`config.mk`:
```
export PLATFORM = sky130hd
export DESIGN_NAME = dsi_lane_ctrl_multi
export DESIGN_NICKNAME = d
export VERILOG_FILES = /design/src/rtl/dsi_lane_ctrl_multi.sv
export SDC_FILE = /design/constraint.sdc
export NUM_CORES = 1
export LEC_CHECK = 0
export ABC_CLOCK_PERIOD_IN_PS = 6000
export CAP_MARGIN = 0
export CELL_PAD_IN_SITES_DETAIL_PLACEMENT = 2
export CELL_PAD_IN_SITES_GLOBAL_PLACEMENT = 2
export CORE_ASPECT_RATIO = 1.1
export CORE_MARGIN = 2
export CORE_UTILIZATION = 28
export CTS_CLUSTER_SIZE = 24
export DETAILED_ROUTE_END_ITERATION = 10
export PLACE_DENSITY_LB_ADDON = 0.12
export SLEW_MARGIN = 10
export SYNTH_ARGS = -nofsm -noshare
export SYNTH_HDL_FRONTEND = slang
export SYNTH_SLANG_ARGS = --single-unit
```
`constraint.sdc`:
```
create_clock -name clk_sys -period 6 [get_ports clk_sys]
set_input_delay 0.9 -clock clk_sys [delete_from_list [all_inputs] [get_ports clk_sys]]
set_output_delay 0.9 -clock clk_sys [all_outputs]
set_load 0.005 [all_outputs]
```
`src/rtl/dsi_lane_ctrl_multi.sv`:
```
// Multi-lane MIPI D-PHY HS burst sequencer: LP-11 -> LP-01 -> LP-00 -> HS -> LP-11.
// Lanes run in lockstep; each lane's next HS byte comes from a dsi_lane_byte instance.

module dsi_lane_byte #(
  parameter bit MODE = 1'b0
) (
  input  logic       sync_i,
  input  logic       act_i,
  input  logic       trail_i,
  input  logic       trail_ld_i,
  input  logic [7:0] inp_i,
  input  logic [7:0] cur_i,
  output logic [7:0] nxt_o
);
  always_comb begin
    nxt_o = 8'h00;
    if (sync_i)       nxt_o = 8'hB8;
    else if (act_i)   nxt_o = MODE ? 8'h55 : inp_i;
    // Trail level is latched on entry from the last transmitted byte, then held.
    else if (trail_i) nxt_o = MODE ? 8'h00 : (trail_ld_i ? {8{~cur_i[7]}} : cur_i);
  end
endmodule

module dsi_lane_ctrl_multi #(
  parameter int LANES      = 4,
  parameter bit MODE       = 1'b0,
  parameter int CNT_W      = 8,
  parameter int T_LPX      = 100,
  parameter int T_HS_PREP  = 50,
  parameter int T_HS_ZERO  = 100,
  parameter int T_HS_TRAIL = 60,
  parameter int T_HS_EXIT  = 100
) (
  input  logic               clk_sys,
  input  logic               rst_n,
  input  logic               start_rqst,
  input  logic               fin_rqst,
  input  logic [8*LANES-1:0] inp_data,
  output logic               data_rqst,
  output logic [8*LANES-1:0] hs_data,
  output logic               hs_en,
  output logic               lp_oe,
  output logic [LANES-1:0]   LP_p_output,
  output logic [LANES-1:0]   LP_n_output,
  output logic               active
);
  typedef enum logic [2:0] {
    IDLE, HS_RQST, HS_PREP, HS_ZERO, HS_SYNC, HS_ACTIVE, HS_TRAIL, HS_EXIT
  } state_e;

  state_e                  state_q, state_d;
  logic [CNT_W-1:0]        cnt_q, cnt_d;
  logic [LANES-1:0][7:0]   hs_q, hs_d;
  logic                    hs_en_q, hs_en_d, lp_oe_q, lp_oe_d;
  logic                    lp_p_q, lp_p_d, lp_n_q, lp_n_d, active_q, active_d;
  logic                    nx_sync, nx_act, nx_trail, trail_ld, cnt_zero;

  assign cnt_zero = (cnt_q == '0);

  always_comb begin
    state_d = state_q;
    cnt_d   = cnt_zero ? cnt_q : cnt_q - 1'b1;
    case (state_q)
      IDLE:      if (start_rqst) begin state_d = HS_RQST;  cnt_d = CNT_W'(T_LPX - 1);      end
      HS_RQST:   if (cnt_zero)   begin state_d = HS_PREP;  cnt_d = CNT_W'(T_HS_PREP - 1);  end
      HS_PREP:   if (cnt_zero)   begin state_d = HS_ZERO;  cnt_d = CNT_W'(T_HS_ZERO - 1);  end
      HS_ZERO:   if (cnt_zero)   state_d = MODE ? HS_ACTIVE : HS_SYNC;
      HS_SYNC:   state_d = HS_ACTIVE;
      HS_ACTIVE: if (fin_rqst)   begin state_d = HS_TRAIL; cnt_d = CNT_W'(T_HS_TRAIL - 1); end
      HS_TRAIL:  if (cnt_zero)   begin state_d = HS_EXIT;  cnt_d = CNT_W'(T_HS_EXIT - 1);  end
      HS_EXIT:   if (cnt_zero)   state_d = IDLE;
      default:   state_d = IDLE;
    endcase
  end

  // Outputs are decoded from the next state so the registered copies line up with state_q.
  always_comb begin
    hs_en_d  = state_d inside {HS_ZERO, HS_SYNC, HS_ACTIVE, HS_TRAIL};
    lp_oe_d  = ~hs_en_d;
    lp_p_d   = state_d inside {IDLE, HS_EXIT};
    lp_n_d   = state_d inside {IDLE, HS_RQST, HS_EXIT};
    active_d = (state_d != IDLE);
  end

  assign data_rqst = ~MODE & ((state_q == HS_SYNC) | ((state_q == HS_ACTIVE) & ~fin_rqst));
  assign nx_sync   = (state_d == HS_SYNC);
  assign nx_act    = (state_d == HS_ACTIVE);
  assign nx_trail  = (state_d == HS_TRAIL);
  assign trail_ld  = (state_q != HS_TRAIL);

  for (genvar g = 0; g < LANES; g++) begin : g_lane
    dsi_lane_byte #(.MODE(MODE)) u_lane (
      .sync_i     (nx_sync),
      .act_i      (nx_act),
      .trail_i    (nx_trail),
      .trail_ld_i (trail_ld),
      .inp_i      (inp_data[8*g +: 8]),
      .cur_i      (hs_q[g]),
      .nxt_o      (hs_d[g])
    );
  end

  always_ff @(posedge clk_sys) begin
    if (!rst_n) begin
      state_q  <= IDLE;
      cnt_q    <= '0;
      hs_q     <= '0;
      hs_en_q  <= 1'b0;
      lp_oe_q  <= 1'b1;
      lp_p_q   <= 1'b1;
      lp_n_q   <= 1'b1;
      active_q <= 1'b0;
    end else begin
      state_q  <= state_d;
      cnt_q    <= cnt_d;
      hs_q     <= hs_d;
      hs_en_q  <= hs_en_d;
      lp_oe_q  <= lp_oe_d;
      lp_p_q   <= lp_p_d;
      lp_n_q   <= lp_n_d;
      active_q <= active_d;
    end
  end

  assign hs_data     = hs_q;
  assign hs_en       = hs_en_q;
  assign lp_oe       = lp_oe_q;
  assign LP_p_output = {LANES{lp_p_q}};
  assign LP_n_output = {LANES{lp_n_q}};
  assign active      = active_q;
endmodule

```
-- Word level (Yosys, flattened, before mapping)
Index checks and enable logic that the tools add are counted.
- bits of input ports: 36
- bits in registers: 48
- word-level logic and storage cells: 80
- output and inout bits: 44
- bitwise operators: 9
- add/subtract/negate cells: 1
- mux-type cells: 30
- reduce and logical (&&, ||, !) cells: 9
- equality and inequality tests: 16
- operator list (cell ; count):
    $mux W8 ; 21
    $pmux W8 S4 ; 1
    $eq A3 B3 Y1 const B ; 8
    $pmux W3 S8 ; 1
    $mux W3 ; 7
    $eq A3 B2 Y1 const B ; 3
    $logic_not A8 Y1 ; 1
    $sub A8 B1 Y8 const B ; 1
    $not A1 Y1 ; 7
    $eq A3 B1 Y1 const B ; 2
    $logic_not A3 Y1 ; 2
    $reduce_bool A3 Y1 ; 2
    $ne A4 B2 Y1 const B ; 1
    $reduce_bool A4 Y1 ; 1
    $reduce_or A2 Y1 ; 2
    $ne A3 B2 Y1 const B ; 1
    $ne A3 B3 Y1 const B ; 1
    $reduce_bool A2 Y1 ; 1
    $and A1 B1 Y1 ; 1
    $or A1 B1 Y1 ; 1

-- Depth between registers and ports, before layout
- depth after elaboration: 7
- depth in mapped cells: 10
- depth with buffers taken out: 9

-- By module
From an unflattened synthesis, not the netlist that was laid out.
- cell total of the unflattened synthesis: 293
- area, all modules: 2503.7 sq um
- by module, submodules not included (module ; area each (sq um) ; cells an instance ; instances ; seq. area each (sq um)):
    dsi_lane_ctrl_multi ; 1823.0 ; 185 ; 1 ; 960.9
    dsi_lane_byte ; 170.2 ; 27 ; 4 ; 0.0

-- Least setup slack after synthesis
OpenSTA, ideal clock, no wires.
- path type: input port to output port
- from: in fin_rqst
- to: out data_rqst
- stages: 3
- setup slack: 3.552 ns
- required time: 5.100 ns
- data arrival time: 1.548 ns
- path through: a21o_1 > clkinv_1 > clkbuf_1
- cells in the longest elaborated chain, start to end: 3
- ends and longest elaborated chain (item ; line ; source):
    from (decl) ; 37 ; input logic fin_rqst,
    $not A1 Y1 ; 85 ; assign data_rqst = ~MODE & ((state_q == HS_SYNC) | ((state_q == HS_ACTIVE) & ~fin_rqst));
    $and A1 B1 Y1 ; 85 ;
    $or A1 B1 Y1 ; 85 ;
    to (decl) ; 39 ; output logic data_rqst,
No other way between the ends.

-- Worst setup path after layout
Same ends and word-level chain as after synthesis.

==> results.yml <==
place:
  dpl-instance-area_um2: 3140
  numPortBuffers: 79
  dp_hpwl_um: 5340
  pre_cts_ws_ns: 1.81
  place_inst: 426
  place.gp.congestion: 0.733
sta:
  drv_slew: 0
  min_period_ns: 4.16
  setup_tns_ns: 0
  setup_ws_ns: 1.84
  setup_viol: 0
  rsz0062_at_grt: "no"
  min_period_over_period: 0.693
  max_freq_mhz: 241
  relSlewSlack: 0.256
  tightest_slew_ns: 1.11
  hold_violations: 0
  fin_skew_ns: 0.00656
drt:
  dr.pass1.iters: 4
  viasPerCell: 5.18
  vias: 2241
  drtIter0Drc: 81
  routed_wirelength_um: 7470
  wl_per_cell_um: 17.2
  route.antenna.remaining_nets: 0
  drc_errors: 0
critical_path:
  worst_setup_path_start_kind: "primary input"
  endpoint_kind: "primary output"
  critical_path_class: "in -> out"
  crit_family: "buffers and inverters"
  critPathRequiredTime_ns: 5.10
  crit_path_frequent_cell: "clkdlybuf4s50_1"
  arrival_ns: 3.26
  crit_chain: "clkdlybuf4s50_1 > a21o_1 > clkinv_1 > clkdlybuf4s50_1"
  crit_fanout: 17
  path_buf_inv: 3
  cpMaxStageDelayCell: "clkinv_1"
  max_stage_delay_ns: 0.61
finish:
  fin_cells: 433
  layout.nets: 361
  area_delta_synth_final_pct: 39.0
  diodes: 0
  multi_input_area_um2: 1210
  ff_latch_area_um2: 961
  fin_util: 0.395
  final_area_um2: 3270
  final_cell_mix: "clkdlybuf4s50_1 (79), dfxtp_1 (48), nor2_1 (26), nand2_1 (23), a211oi_1 (16)"
  n_fill_cell: 887
  final_layout_size_suffix_gt1_frac: 0.0963
  layout_commonest_cell: "clkdlybuf4s50_1"
synth:
  synth.avg_cell_area_um2: 9.05
  synth_xor_area_frac: 0.0149
  yosys.area_share.simple: 0.168
  yosysSeqAreaShare: 0.408
  synthMuxAreaShare: 0.00425
  async_reset_ff_frac: 0
  synth_compound_area_frac: 0.313
  synth_edf_count: 0
  synth_cell_types: 50
  ys_ff_latch: 48
  synth_area_um2: 2350
  synth_fa_ha_area_frac: 0.0159
  synth_cells: 260
  syn_nets: 299
  ys.flop_type: "dfxtp_1"
  yosys_warnings: 0
  synth_top_family_by_area: "compound AO/OA/AOI/OAI gates"
global_route:
  grt_util_met3: 0.0285
  grt_util_met2: 0.301
  antenna_found_initial: 0
  grt_pass1_wl_um: 12400
  grt_usage: 0.170
  grt_max_degree: 37
  busiest_layer: "met2"
  grt_pass1_vias: 2427
  globalRouteOverflowTotal: 0
  use_met1: 0.212
clock_tree:
  cts_tree: "done"
  cts.sinks: 48
  ctsHoldBuffers: 0
  cts-resized-gates: 0
  numCtsBuffers: 5
  clkLatencyLatePin_ns: 0.31
  h-tree-depth: 2
  root_buffer: "clkbuf_8"
  clock_path_buffers: 2
  path_clk_slew_ns: 0.09
  cts_setup_buffers: 0
die:
  rows: 35
  core_um2: 8280
  die-area_um2: 9160
  die_y_um: 100
  die_x_um: 91.4
  ioPinCount: 80
  start_util: 0.284
min_path:
  hold_class: "reg -> reg"
power_and_ir_drop:
  vdd_drop_max_v: 0.000117
  p_clk_frac: 0.272
  leakage_nw: 1.20
  seq_power_share: 0.392
  p_switching_mw: 0.345
  pwr-share-comb: 0.336
  switching_share: 0.338
  internal_power_mw: 0.675
  p_per_area_nw_per_um2: 312
job:
  max_cap_violations: 0
outcome:
  status: "completed"
[registers in the layout, indices dropped and copies added, names as in the netlist]
name,flops
active,1
cnt_q,8
hs_data,32
hs_en,1
lp_n_q,1
lp_oe,1
lp_p_q,1
state_q,3
[layer usage]
layer,wire (µm),up-vias
li1,-,1082
met1,3390,1103
met2,3770,50
met3,235,6
met4,75,0
met5,0,-
[through the flow]
step / power, mW / hold slack (ns)
after detailed placement: 0.753 / 0.491
after global routing: 1.09 / 0.535
after CTS: 1.03 / 0.504
final: 1.02 / 0.502
after floorplan: 0.636 / 0.487
after global placement: 0.740 / 0.482
[layout make-up]
type | instances | share of cell area
multi-input combinational | 179 | 0.371
sequential | 48 | 0.294
timing repair buffer | 80 | 0.244
tap | 111 | 0.0424
clock buffer | 5 | 0.0210
clock inverter | 2 | 0.0184
inverter | 8 | 0.00918
[worst paths after layout]
kind | from | to | slack [ns] | cells after the start
max reg2reg | cnt_q[1]$_SDFF_PN0_ | hs_data[6]$_SDFFE_PP0P_ | 3.36 | 6
min reg2reg | hs_data[18]$_SDFFE_PP0P_ | hs_data[18]$_SDFFE_PP0P_ | 0.50 | 2
max | fin_rqst | data_rqst | 1.84 | 4
min | hs_data[18]$_SDFFE_PP0P_ | hs_data[18]$_SDFFE_PP0P_ | 0.50 | 2
[Yosys cell counts (all sizes together) (2+ instances only)]
library cell | count | area, µm²
inv | 7 | 26.3
o21ai | 8 | 40.0
nand2 | 23 | 86.3
dfxtp | 48 | 961
clkbuf | 10 | 37.5
a21oi | 8 | 40.0
and3 | 2 | 12.5
or3b | 2 | 17.5
nor4 | 2 | 12.5
nor3 | 5 | 25.0
nor3b | 2 | 15.0
ha | 3 | 37.5
a211oi | 16 | 120
o311ai | 3 | 26.3
o31ai | 2 | 15.0
nand2b | 3 | 18.8
nand3 | 2 | 10.0
o221a | 17 | 191
a21boi | 19 | 146
o211ai | 5 | 57.6
or3 | 3 | 18.8
o21a | 4 | 30.0
nor2 | 26 | 97.6
xnor2 | 3 | 26.3
or4 | 4 | 33.8
buf | 15 | 110
a31oi | 3 | 18.8
[cell families (layout without fill, tap and decap cells)]
logic type,after synthesis,in the layout
muxes,1,1
adders and majority gates,3,3
xor gates and xnor gates,4,4
DFF,48,48
and+or+nand+nor,80,80
buffers and inverters,33,95
AOI/OAI and AO/OA,91,91
[power groups by stage]
stage / combinational (mW) / clock [mW] / sequential, mW
3_3_place_gp: 0.336 / 0 / 0.404
2_1_floorplan: 0.249 / 0 / 0.387
3_5_place_dp: 0.345 / 0 / 0.408
5_1_grt: 0.387 / 0.296 / 0.409
4_1_cts: 0.349 / 0.286 / 0.400
6_report: 0.343 / 0.278 / 0.400
[tightest hold or removal path, delay by kind of cell, from the launching register on]
kind               cells  cell delay, ns
DFF                    1            0.32
and+or+nand+nor        1            0.10
AOI/OAI and AO/OA      1            0.04
No activity file was read; power rests on OpenSTA's default activity.
==> patch 1: new RTL, same flow settings <==
`CNT_W`: 8 -> 10.
--- a/src/rtl/dsi_lane_ctrl_multi.sv
+++ b/src/rtl/dsi_lane_ctrl_multi.sv
@@ -26,3 +26,3 @@
   parameter bit MODE       = 1'b0,
-  parameter int CNT_W      = 8,
+  parameter int CNT_W      = 10,
   parameter int T_LPX      = 100,
Behaviour: no difference found for any inputs over 10 cycles, from zero or initial values and one cycle with rst_n low; that may be too few to reach the edited logic, so the function may still have changed.
==> patch 1 against the original RTL <==
Power up 11%; synthesized cell count rose by 9.2%; cell area increased by 4.2%; worst hold slack gained 0.0058 ns; wire length grew 4.4%; clock skew is 0.0013 ns lower; worst setup slack improved by 0.87 ns; sequential share of layout area is essentially flat; critical path depth unchanged; sequential power grew 9.2%; synthesized area up 8.1%; sequential cell count is 2 higher.
==> patch 1: results (changes against the original RTL) <==
The run finished with clean final reports. The flip-flop count of the largest register after layout is 32 (unchanged), and the global placer's final weighted congestion is 0.807 (+10%). The total negative setup slack is 0 ns (unchanged), and the net total in the final layout is 386 (+6.9%). The largest incremental delay on the critical path was 0.54 ns (-0.07 ns). The synthesized-area fraction occupied by ao, oa, aoi and oai cells was 0.235 (-0.0781); the adder and majority cell fraction of the synthesized area was 0.00983 (-0.00612). The reported leakage power was 1.26 nW (+5.2%). The per-cell via count in the routed design works out to 5.09 (-1.7%). In this design, the largest share of critical-path delay is due to buffers and inverters. The logs give 3300 µm² (+4.9%) for the cell area after placement and 0.261 (+0.00467) for the worst slew slack as a fraction of its limit. The CTS buffer count was 5 (unchanged). The count of buffers from port buffering came out at 79 (unchanged). The logs give 12.9 mm (+4.6%) for the global-route wire length before repair and 4 (unchanged) for the first-pass iteration count of the detailed router. The mean post-synth cell area came out at 8.96 µm² (-1.0%). The run gives 322 (+7.7%) as the synthesized netlist net count. The first-iteration detailed-routing DRC count was 41 (-49%). The worst-case vdd ir drop was 0.104 mV (-12%); the routed wirelength normalized by instance count was 16.9 µm (-2.1%). The clock skew is 0.00522 ns (-0.00134 ns). Yosys attributes the largest share of cell area to sky130_fd_sc_hd__dfxtp_1 (39%), sky130_fd_sc_hd__o2111a_1 (7.5%), sky130_fd_sc_hd__a21oi_1 (6.5%), sky130_fd_sc_hd__nand2b_1 (5.2%), sky130_fd_sc_hd__nor2_1 (4.9%). The run gives 5.78 mm (+8.1%) as the sum of net half-perimeters after detailed placement.

For hold timing, the worst endpoint is hs_data[6]. The slowest stage of the critical path belongs to the cell sky130_fd_sc_hd__clkdlybuf4s50_1. The logs give 2523 (+4.0%) for the number of global-route vias before repair and 0 (unchanged) for the buffers inserted during post-CTS setup optimization. The worst setup slack before clock tree synthesis is 2.65 ns (+0.839 ns). In this run the critical register-to-register path is captured at hs_data[22]. By count the netlist is led by sky130_fd_sc_hd__dfxtp_1 (50), sky130_fd_sc_hd__a21oi_1 (33), sky130_fd_sc_hd__nor2_1 (33). Number of cells traversed by the worst register-to-register path: 7 (+1). The later pin in the worst-skew pair is clocked with a latency of 0.30 ns. The cell count after placement was 455 (+6.8%); the register-to-register path setup slack was 3.11 ns (-0.25 ns).

The data arrival time of the critical path was 2.38 ns (-0.88 ns); the global router's overall resource usage was 0.165 (-0.00474). In this run the critical register-to-register path is launched from cnt_q[1]. The instance count along the most critical hold path works out to 2 (unchanged). The run gives 0.393 (-0.0150) as the sequential cell area fraction in the yosys report. The worst hold-check path type is register to register. The layout cell share with drive strength beyond 1 works out to 0.0603 (-0.0359). The routed via count is 2350 (+4.9%). The largest fanout on the critical path was 18 (+1). The area share of xor/xnor cells in the synthesized design came out at 0.0172 (+0.00232).

The run gives 419 µW (+21%) as the reported net switching power. The tools report the number of distinct library cells after synthesis as 54 (+8.0%). The run gives 2 (unchanged) as the worst-case clock buffer depth.

The largest net degree at the start of global routing was 33 (-11%). The share of synthesized area spent on multiplexers came out at 0 (-0.00425). In this run the most critical hold path is launched from hs_data[6].
-- patch 1: area by class of cell --
type / instances / area (µm²)
Clock buffer: 6 / 82.6
Inverter: 8 / 30.0
Sequential cell: 50 / 1000
Timing Repair Buffer: 81 / 806
Tap cell: 114 / 143
Multi-Input combinational cell: 202 / 1320
Clock inverter: 1 / 30.0
Fill cell: 1003 / 5420
-- patch 1: how the worst max path moves through the flow --
stage,end,cells after the start,slack (ns),from
floorplan,data_rqst,2,3.49,fin_rqst
global placement,data_rqst,4,2.69,fin_rqst
detailed placement,hs_data[22],6,2.65,fin_rqst
CTS,data_rqst,4,2.70,fin_rqst
global route,data_rqst,4,2.59,fin_rqst
finish,data_rqst,4,2.72,fin_rqst
-- patch 1: cell families (layout without fill, tap and decap cells) --
kind of cell | after synthesis | after routing
flip-flops | 50 | 50
XOR/XNOR | 5 | 5
buffers and inverters | 32 | 96
adder cells (fa/ha/maj) | 2 | 2
AND/OR/NAND/NOR | 114 | 114
AO/OA/AOI/OAI | 81 | 81
-- patch 1: metal layers --
metal,GRT usage,share of wire,up-vias
met3,0.0370,0.046,5
met2,0.294,0.51,51
met4,0.0362,0.0086,0
met5,0,0,-
met1,0.198,0.44,1149
li1,-,-,1145
-- patch 1: through the flow --
stage | hold slack (ns) | utilization
final | 0.508 | 0.386
after global routing | 0.532 | 0.386
after CTS | 0.514 | 0.386
after detailed placement | 0.499 | 0.373
after global placement | 0.483 | 0.373
after floorplan | 0.491 | -
-- patch 1: power by group through the flow --
stage                     clock, mW  combinational, mW  sequential, mW
after global placement            0              0.443           0.443
final                         0.246              0.450           0.437
after detailed placement          0              0.451           0.447
after global routing          0.271              0.505           0.448
after floorplan                   0              0.372           0.413
after CTS                     0.257              0.456           0.439
==> patch 2: new RTL, same settings <==
Made on the original files. The output `lp_oe` loses its register stage (`lp_oe_q` becomes a continuous assignment).
--- a/src/rtl/dsi_lane_ctrl_multi.sv
+++ b/src/rtl/dsi_lane_ctrl_multi.sv
@@ -108,3 +108,2 @@
       hs_en_q  <= 1'b0;
-      lp_oe_q  <= 1'b1;
       lp_p_q   <= 1'b1;
@@ -117,3 +116,2 @@
       hs_en_q  <= hs_en_d;
-      lp_oe_q  <= lp_oe_d;
       lp_p_q   <= lp_p_d;
@@ -123,2 +121,4 @@
   end
+
+  assign lp_oe_q = lp_oe_d;
 
Behaviour: no difference found for any inputs over 10 cycles, from zero or initial values and one cycle with rst_n low; that may be too few to reach the edited logic, so the function may still have changed.
==> patch 2 against the original RTL <==
Utilization rose by 0.71 points; sequential cell count is 1 lower; wire length shrank 0.84%; synthesized area shrank 2.8%; count of clock-buffer cells in the layout unchanged; worst setup slack better by 0.53 ns; non-clock buffer count grew 3; power is 8.3% lower; global-route usage down 0.060 points; via count grew 2.9%; die area down 2.7%; cell area down 2.7%; maximum frequency increased by 14%; highest routed layer unchanged.
==> patch 2: results (changes against the original RTL) <==
The clock skew was 0.00835 ns (+0.00179 ns); the global routing usage on met1 was 0.210 (-0.00247). The routed wirelength normalized by instance count is 16.3 µm (-5.2%). The global routing usage on met2 was 0.301 (-0.000719). The number of global-route vias before repair was 2450 (+0.95%); the reported leakage power was 1.12 nW (-7.0%).

Net total in the final layout: 383 (+6.1%). The run gives 0.787 (+7.4%) as the global placer's final weighted congestion. The per-cell via count in the routed design was 5.09 (-1.7%); the number of distinct library cells after synthesis was 46 (-8.0%).

The run gives 0.411 (+0.00309) as the sequential cell area fraction in the yosys report. Cell with the biggest individual delay on the critical path: sky130_fd_sc_hd__nor3b_1. Critical path class: register to output port. The run gives 279 (+7.3%) as the cell count after synthesis. The largest net degree at the start of global routing was 34 (-8.1%); the number of fillers in the final layout was 919 (+3.6%). The run gives 0 (unchanged) as the buffers inserted during post-CTS setup optimization.

For the cell count after placement, the log shows 445 (+4.5%). Yosys attributes the largest share of cell area to sky130_fd_sc_hd__dfxtp_1 (41%), sky130_fd_sc_hd__nand2_1 (6.1%), sky130_fd_sc_hd__a211oi_1 (5.9%), sky130_fd_sc_hd__o21ai_0 (5.9%), sky130_fd_sc_hd__a31oi_1 (4.6%). Worst-case clock buffer depth: 2 (unchanged).

The global-route wire length before repair came out at 12.2 mm (-1.5%). The insertion delay to the later sink of the worst-skew pair is 0.30 ns. The worst hold path begins at hs_data[22]. The tools report the synthesized netlist net count as 318 (+6.4%).

The largest fanout on the critical path was 7 (-10); the first-iteration detailed-routing DRC count was 69 (-15%). The worst slew slack as a fraction of its limit is 0.444 (+0.188), and the worst-case vdd ir drop is 0.104 mV (-11%). The flow ran to the end, and the final reports show no timing, DRC or antenna violations. The run gives 2.73 ns (-0.53 ns) as the data arrival time of the critical path. For the global router's overall resource usage, the log shows 0.169 (-0.000598). The largest incremental delay on the critical path was 0.58 ns (-0.03 ns); the met3 track demand over resource in global routing was 0.0382 (+0.00970). In the synthesized netlist, the cells that appear most often are sky130_fd_sc_hd__dfxtp_1 (47), sky130_fd_sc_hd__nand2_1 (37), sky130_fd_sc_hd__o21ai_0 (27).

The run gives 2305 (+2.9%) as the routed via count. The tools report the worst setup slack before clock tree synthesis as 2.54 ns (+0.738 ns). The layout cell share with drive strength beyond 1 is 0.0580 (-0.0383).

Cell family with the largest share of critical-path delay: simple AND/OR/NAND/NOR gates. The sum of net half-perimeters after detailed placement was 5.46 mm (+2.3%).
==> patch 2: through the flow <==
stage | hold slack [ns] | cell area, µm²
finish | 0.510 | 3180
global route | 0.531 | 3180
CTS | 0.516 | 3180
detailed placement | 0.504 | 3100
global placement | 0.493 | 3100
floorplan | 0.487 | 2290
==> patch 2: logic make-up (layout without fill, tap and decap cells) <==
logic type               after synthesis  after routing  share of synthesized area
AO/OA/AOI/OAI                         95             95                      0.269
AND/OR/NAND/NOR                       99             99                      0.212
adder cells (fa/ha/maj)                3              3                     0.0164
XOR/XNOR                               3              3                     0.0115
flip-flops                            47             47                      0.411
buffers and inverters                 31             97                     0.0749
multiplexers                           1              1                    0.00438
==> patch 2: cell type report <==
cell class              instances  share of cell area
well taps                     108              0.0424
multi-input cells             201               0.370
flip-flops and latches         47               0.295
clock buffers                   5              0.0216
inverters                       6             0.00786
repair buffers                 83               0.258
clock inverters                 3             0.00472
==> patch 2: final timing paths <==
check	slack, ns	end	cells after the start
worst max-delay path	2.37	lp_oe	7
worst min-delay path	0.51	hs_data[22]	2
worst max register to register	3.58	hs_data[2]	6
worst min register to register	0.51	hs_data[22]	2
==> patch 2: where the power goes <==
part           internal, mW  leakage [nW]  switching (mW)  total, mW
Combinational         0.166         0.689           0.192      0.358
Clock                0.0801        0.0477           0.112      0.192
Sequential            0.341         0.381          0.0443      0.386
==> patch 2: routing by layer <==
layer | wire length, µm | part of all wire | up-vias
met3 | 276 | 0.037 | 6
met4 | 57 | 0.0077 | 0
met2 | 3760 | 0.51 | 43
li1 | - | - | 1127
met1 | 3310 | 0.45 | 1129
met5 | 0 | 0 | -
